--- src/rtl/gl1_stream_framer.sv ---
// Transmit-side framer: tags a raw pixel stream with tuser (first pixel of frame)
// and tlast (last pixel of line); output register plus skid register on the way out.
module gl1_stream_framer #(
  parameter int D_WIDTH  = 8,
  parameter int H_PIXELS = 8,
  parameter int V_LINES  = 4
) (
  input  logic               clk,
  input  logic               rst,
  input  logic               enable,
  input  logic [D_WIDTH-1:0] up_data,
  input  logic               up_valid,
  output logic               up_ready,
  output logic [D_WIDTH-1:0] down_data,
  output logic               down_valid,
  output logic               down_tlast,
  output logic               down_tuser,
  input  logic               down_ready,
  output logic               frame_done,
  output logic               busy
);
  // state | meaning
  // IDLE  | upstream blocked, counters parked at 0
  // RUN   | framing; leaves only on the last pixel of a frame with enable low

  localparam int XW = (H_PIXELS > 1) ? $clog2(H_PIXELS) : 1;
  localparam int YW = (V_LINES > 1) ? $clog2(V_LINES) : 1;
  localparam logic [XW-1:0] X_LAST = XW'(H_PIXELS - 1);
  localparam logic [YW-1:0] Y_LAST = YW'(V_LINES - 1);

  typedef enum logic {IDLE = 1'b0, RUN = 1'b1} state_t;
  state_t state, state_nxt;

  logic [XW-1:0]      x_cnt;
  logic [YW-1:0]      y_cnt;
  logic               skid_valid;
  logic [D_WIDTH-1:0] skid_data;
  logic               skid_tlast;
  logic               skid_tuser;
  logic               accept;
  logic               drain;
  logic               new_tuser;
  logic               new_tlast;
  logic               frame_last;

  // ready comes from registered state only, never from down_ready
  assign up_ready   = (state == RUN) && !skid_valid;
  assign accept     = up_valid && up_ready;
  assign drain      = down_valid && down_ready;
  assign new_tuser  = (x_cnt == '0) && (y_cnt == '0);
  assign new_tlast  = (x_cnt == X_LAST);
  assign frame_last = accept && new_tlast && (y_cnt == Y_LAST);
  assign busy       = (state == RUN);

  always_comb begin
    state_nxt = state;
    case (state)
      IDLE:    if (enable) state_nxt = RUN;
      RUN:     if (frame_last && !enable) state_nxt = IDLE;
      default: state_nxt = IDLE;
    endcase
  end

  always_ff @(posedge clk or negedge rst) begin
    if (!rst) begin
      state      <= IDLE;
      x_cnt      <= '0;
      y_cnt      <= '0;
      frame_done <= 1'b0;
    end else begin
      state      <= state_nxt;
      frame_done <= frame_last;
      if (state == IDLE) begin
        x_cnt <= '0;
        y_cnt <= '0;
      end else if (accept) begin
        if (new_tlast) begin
          x_cnt <= '0;
          y_cnt <= (y_cnt == Y_LAST) ? '0 : y_cnt + 1'b1;
        end else begin
          x_cnt <= x_cnt + 1'b1;
        end
      end
    end
  end

  // skid can only be full while the output register is full, so an accept never
  // coincides with the skid-to-output move
  always_ff @(posedge clk or negedge rst) begin
    if (!rst) begin
      down_valid <= 1'b0;
      down_data  <= '0;
      down_tlast <= 1'b0;
      down_tuser <= 1'b0;
      skid_valid <= 1'b0;
      skid_data  <= '0;
      skid_tlast <= 1'b0;
      skid_tuser <= 1'b0;
    end else if (!down_valid || drain) begin
      if (skid_valid) begin
        down_valid <= 1'b1;
        down_data  <= skid_data;
        down_tlast <= skid_tlast;
        down_tuser <= skid_tuser;
        skid_valid <= 1'b0;
      end else if (accept) begin
        down_valid <= 1'b1;
        down_data  <= up_data;
        down_tlast <= new_tlast;
        down_tuser <= new_tuser;
      end else begin
        down_valid <= 1'b0;
      end
    end else if (accept) begin
      skid_valid <= 1'b1;
      skid_data  <= up_data;
      skid_tlast <= new_tlast;
      skid_tuser <= new_tuser;
    end
  end

endmodule

--- config.mk ---
export PLATFORM = sky130hd
export DESIGN_NAME = gl1_stream_framer
export DESIGN_NICKNAME = d
export VERILOG_FILES = /design/src/rtl/gl1_stream_framer.sv
export SDC_FILE = /design/constraint.sdc
export NUM_CORES = 1
export LEC_CHECK = 0
export ABC_AREA = 1
export BUFFER_PORTS_ARGS = -buffer_cell sky130_fd_sc_hd__buf_2
export CORE_MARGIN = 4
export CORE_UTILIZATION = 30
export DETAILED_ROUTE_END_ITERATION = 12
export SLEW_MARGIN = 30
export SYNTH_ARGS = -nofsm -noshare
export SYNTH_HDL_FRONTEND = slang
export SYNTH_SLANG_ARGS = --single-unit
--- constraint.sdc ---
create_clock -name clk -period 2.05 [get_ports clk]
set_clock_uncertainty 0.05 [all_clocks]
set_input_delay 0.205 -clock clk [delete_from_list [all_inputs] [get_ports clk]]
set_output_delay 0.205 -clock clk [all_outputs]
set_load 0.01 [all_outputs]
After elaboration in Yosys (flattened, before gate mapping)
Index checks and enable logic that the tools add are counted.
{"block": "word_totals", "reg_bits": 29, "in_bits": 13, "output_inout_bits": 14, "word_cells": 58}
{"block": "op_classes", "addsub": 2, "eq_ne": 4, "n_mux": 20, "n_bitwise": 2, "reduce_logical": 18}
{"cell": "two-way mux 8 bit", "count": 2}
{"cell": "two-way mux 1 bit", "count": 10}
{"cell": "two-way mux 3 bit", "count": 3}
{"cell": "two-way mux 2 bit", "count": 4}
{"cell": "logical AND 1 bit", "count": 7}
{"cell": "AND reduction 2 bit", "count": 3}
{"cell": "inequality test 2 x 1 -> 1 bit (second input constant)", "count": 2}
{"cell": "nonzero test 2 bit", "count": 2}
{"cell": "adder 3 x 1 -> 3 bit (second input constant)", "count": 1}
{"cell": "equality test 3 bit (second input constant)", "count": 1}
{"cell": "logical NOT 1 bit", "count": 3}
{"cell": "logical NOT 3 bit", "count": 1}
{"cell": "adder 2 x 1 -> 2 bit (second input constant)", "count": 1}
{"cell": "equality test 2 bit (second input constant)", "count": 1}
{"cell": "logical NOT 2 bit", "count": 1}
{"cell": "NOT 1 bit", "count": 2}
{"cell": "one-hot mux 1 bit (2 select lines)", "count": 1}
{"cell": "logical OR 1 bit", "count": 1}

Depth between registers and ports, before layout
{"block": "depth", "depth_word": 8, "mapped_depth": 8, "depth_no_buf": 8}

Worst setup path before layout
Ideal clock, no wire load.
{"block": "synth_path", "kind": "reg2reg", "startpoint": "register state, in the netlist busy", "endpoint": "register state, in the netlist busy", "arrival_time_ns": 1.148, "required_time_ns": 1.883, "slack_ns": 0.735, "path_stages_with_launch": 7, "path_cell_list": "dfrtp_1 buf_4 inv_1 nor2_1 nand4_1 nand2_1 nand2_1"}
{"block": "synth_between", "elab_chain_cells": 7, "elab_cells_between_ends": 8}
{"element": "from (decl)", "line": "32", "source": "state_t state, state_nxt;"}
{"element": "from (signal assigned)", "line": "71", "source": "state <= state_nxt;"}
{"element": "logical AND 1 bit", "line": "47", "source": "assign up_ready = (state == RUN) && !skid_valid;"}
{"element": "net up_ready", "line": "13", "source": "output logic up_ready,"}
{"element": "logical AND 1 bit", "line": "48", "source": "assign accept = up_valid && up_ready;"}
{"element": "logical AND 1 bit (2 in series)", "line": "52", "source": "assign frame_last = accept && new_tlast && (y_cnt == Y_LAST);"}
{"element": "logical AND 1 bit", "line": "59", "source": "RUN: if (frame_last && !enable) state_nxt = IDLE;"}
{"element": "two-way mux 1 bit", "line": "59"}
{"element": "one-hot mux 1 bit (2 select lines)", "line": "57", "source": "case (state)"}
{"element": "net state_nxt", "line": "32"}
The timed path passes the listed nets, and every way through them passes these cells.
A chain may end at the register's enable or synchronous reset.

Worst setup path after layout
{"block": "layout_path", "startpoint": "register state, in the netlist busy", "endpoint": "output port up_ready"}
{"block": "layout_between", "elab_chain_cells": 1}
{"element": "logical AND 1 bit", "line": "47"}
{"element": "to (decl)", "line": "13"}
Every way passes these cells.

==> results.txt <==
----------------------------------------------------
[Logic synthesis]
  Basic-gate share of the synthesized area counting and, or, nand and nor cells ... 25.97%
  Sequential area share after synthesis ... between 50% and 60%
  Total nets after synthesis ... about 180
  Cell area after technology mapping ... ~0.0014 mm²
  Combinational family with the most area after synthesis ... simple AND/OR/NAND/NOR gates
  Post-Syn Instances ... about 160
  Number of warning messages in the yosys log ... 0
  Number of distinct library cells after synthesis ... 18
  Post-synthesis mux area share ... 0%
  Post-synthesis sequential element count ... 29
  Post-synthesis share of cell area spent on full adders, half adders and majority gates ... 4.604%
  Mean instance size in the synthesized netlist ... 8.336 µm²
  Compound-gate portion of the synthesized area ... 8.748%
  Post-synthesis share of cell area spent on xor and xnor gates ... 0%

[Power]
  Total power consumption of the routed design ... between 1.5 and 2 mW
  Reg power frac ... 43.5%
  Net switching power of the design ... between 0.5 and 0.6 mW
  Leakage power ... 0.9212 nW
  Sw Share ... around 30%
  Fraction of power consumed by the clock network ... between 30% and 40%
  Fraction of power consumed by combinational cells ... 22.6%
  Power per cell area ... ~1100 mW/mm²
  Largest vdd supply drop ... 0.2910 mV
  Internal cell power ... 1.263 mW

[Setup path]
  Maximum fanout encountered on the critical timing path ... 9
  Slowest stage cell on the critical path ... sky130_fd_sc_hd__dfrtp_1
  Worst path max stage delay ... 0.53 ns
  Critical path type ... reg2out
  Cells traversed along the worst timing path ... inv_1, nor2_1, buf_2
  Arrival @ worst endpoint ... 1.39 ns
  Type of destination of the critical path ... output pin
  CP Data Required Time ... around 1.8 ns
  Setup crit start kind ... register

[Placement]
  Final weighted congestion in routability-driven placement ... around 0.75
  Detailed Place HPWL ... 1950 µm
  Port-buffer cells ... 26

[Die]
  Total die area ... 0.005670 mm²
  Overall die height ... 75.30 µm
  Floorplan row count ... 24
  Boundary Pins ... 27
  Placeable core region ... about 0.0044 mm²
  Die X-Extent ... between 70 and 80 µm
  Starting utilization of the core area ... 30.99%

[Layout]
  Most common library cell in the layout ignoring fill and taps ... sky130_fd_sc_hd__nand2_1
  Count of nets after finishing ... 212
  Commonest non-fill, non-tap cells in the layout ... sky130_fd_sc_hd__nand2_1 (68), sky130_fd_sc_hd__dfrtp_1 (29), sky130_fd_sc_hd__buf_2 (26)
  Antenna diode count ... 0
  Layout cell share with drive strength beyond 1 ... 20.51%
  Area growth syn-to-layout ... 22.19%

[Route]
  Overall routed net length ... 2656 µm
  Wire per inst ... 10.75 µm
  Vias per cell ... ~4.3
  Count of routing violations after the opening detailed-route iteration ... between 80 and 90
  Routed Antenna Nets ... 0
  Total number of vias ... 1073
  Number of iterations in the first detailed-routing pass ... 6
  Total DRC errors in the routed layout ... 0

[Clock tree]
  TritonCTS buffer count ... 5
  Clock tree from TritonCTS ... yes
  Clk sinks ... 29
  Clock slew at the register clock pins of the worst setup and hold paths ... 0.06 ns
  Number of buffers on the longest clock path ... 2
  Count of H-tree levels built during CTS ... 2
  Clock latency on the worst-skew pair ... 0.27 ns
  Clk root buf ... sky130_fd_sc_hd__clkbuf_8
  Number of setup buffers added after CTS ... 0

[Timing]
  Portion of the clock cycle consumed by the worst path in the final layout ... 80.13%
  Number of endpoints failing setup at the final stage ... 0
  TNS Setup ... 0 ns
  Highest achievable clock rate ... 608.7 MHz
  Final hold vios ... 0
  Final critical delay including setup and external delays ... between 1.5 and 2 ns
  Min Hold Slack ... 0.06499 ns
  Final count of pins violating max slew ... 0
  Slew HR ... about 56%
  Setup repair after global routing missed its margin ... false
  Measured slew at the worst slew-check pin ... 0.6661 ns

[Global routing]
  GRT overflow ... 0
  Gr usage total ... 10.62%
  First-pass GRT wire length ... approximately 4600 µm
  Via count of the first global-routing pass ... 973
  Maximum number of pins on one net before global-route repair ... 30
  Antenna violations before repair ... 0

[Run status]
  Status ... complete, no violations

[Hold path]
  Class of the most critical hold timing path ... in2reg

[Flow run]
  Number of max-capacitance violations reported ... 0

----------------------------------------------------
[synthesized netlist by cell type]
cell type	n	area [µm²]
sky130_fd_sc_hd__inv_1	19	71.32
sky130_fd_sc_hd__nand2_2	1	6.260
sky130_fd_sc_hd__ha_1	5	62.56
sky130_fd_sc_hd__a21oi_2	1	8.760
sky130_fd_sc_hd__nand3_4	1	17.52
sky130_fd_sc_hd__nor2_1	5	18.77
sky130_fd_sc_hd__dfrtp_1	29	725.7
sky130_fd_sc_hd__o21ai_0	12	60.06
sky130_fd_sc_hd__a21oi_1	1	5.000
sky130_fd_sc_hd__inv_2	1	3.750
sky130_fd_sc_hd__nand2_1	68	255.2
sky130_fd_sc_hd__buf_6	1	11.26
sky130_fd_sc_hd__buf_4	1	7.510
sky130_fd_sc_hd__buf_2	1	5.000
sky130_fd_sc_hd__nand3_1	4	20.02
sky130_fd_sc_hd__nand4_1	2	12.51
sky130_fd_sc_hd__nor2_4	2	22.52
sky130_fd_sc_hd__o21ai_1	9	45.04
[cells by family after synthesis]
family                     count (synthesis)
buffers and inverters                     23
and+or+nand+nor                           83
adders and majority gates                  5
AOI/OAI and AO/OA                         23
DFF                                       29
[path summary, 6_finish.rpt]
check	start	to	slack (ns)	cells after the start
max reg2reg	skid_valid	skid_data[2]	0.57	5
min in group asynchronous	rst	skid_data[2]	0.45	2
min	enable	busy	0.06	3
max	busy	up_ready	0.41	3
max in group asynchronous	rst	skid_tuser	1.07	2
min reg2reg	down_data[0]	down_data[0]	0.42	2
[flip-flops by register name, summed over array words and instances, names as in the netlist, 2 cells and up]
signal,cells
down_data,8
x_cnt,3
skid_data,8
y_cnt,2
[routing by layer]
metal  track usage, %  part of all wire [%]  vias to the layer above
li1                 -                     -                      570
met1            15.03                    49                      482
met2            15.24                    46                       16
met3            3.166                   3.2                        5
met4            4.078                   1.9                        0
met5                0                     0                        -
[metrics by stage]
stage / util, % / setup slack [ns] / std cells / area, µm²
3_5_place_dp: 34.90 / 0.5689 / 238 / 1530
5_1_grt: 37.87 / 0.2351 / 247 / 1660
4_1_cts: 37.87 / 0.3894 / 247 / 1660
3_3_place_gp: 34.90 / 0.6293 / 238 / 1530
6_report: 37.87 / 0.4073 / 247 / 1660
2_1_floorplan: - / 0.7352 / 163 / 1359
[worst max-delay path, delay by kind of cell, from the launching register on]
family / cells / cell delay, ns
flip-flops: 1 / 0.53
buffers and inverters: 2 / 0.30
AND/OR/NAND/NOR: 1 / 0.28
[cell type report]
cell class	count	area (µm²)
clock buffer	6	82.58
clock inverter	2	37.54
multi-input combinational	111	534.3
inverter	20	75.07
tap	52	65.06
fill	464	2724
timing repair buffer	27	140.1
sequential	29	725.7
[power groups by stage]
stage | clock network (mW) | registers (mW) | logic, mW
finish | 0.610 | 0.781 | 0.405
global route | 0.665 | 0.800 | 0.481
CTS | 0.631 | 0.784 | 0.415
detailed placement | 0 | 0.792 | 0.411
global placement | 0 | 0.786 | 0.399
floorplan | 0 | 0.802 | 0.257
[timing repair]
action	CTS	global route
gates resized for setup	0	0
hold buffers	1	0
endpoints found under the hold margin	29	0
Power figures use the tool's default switching activity.
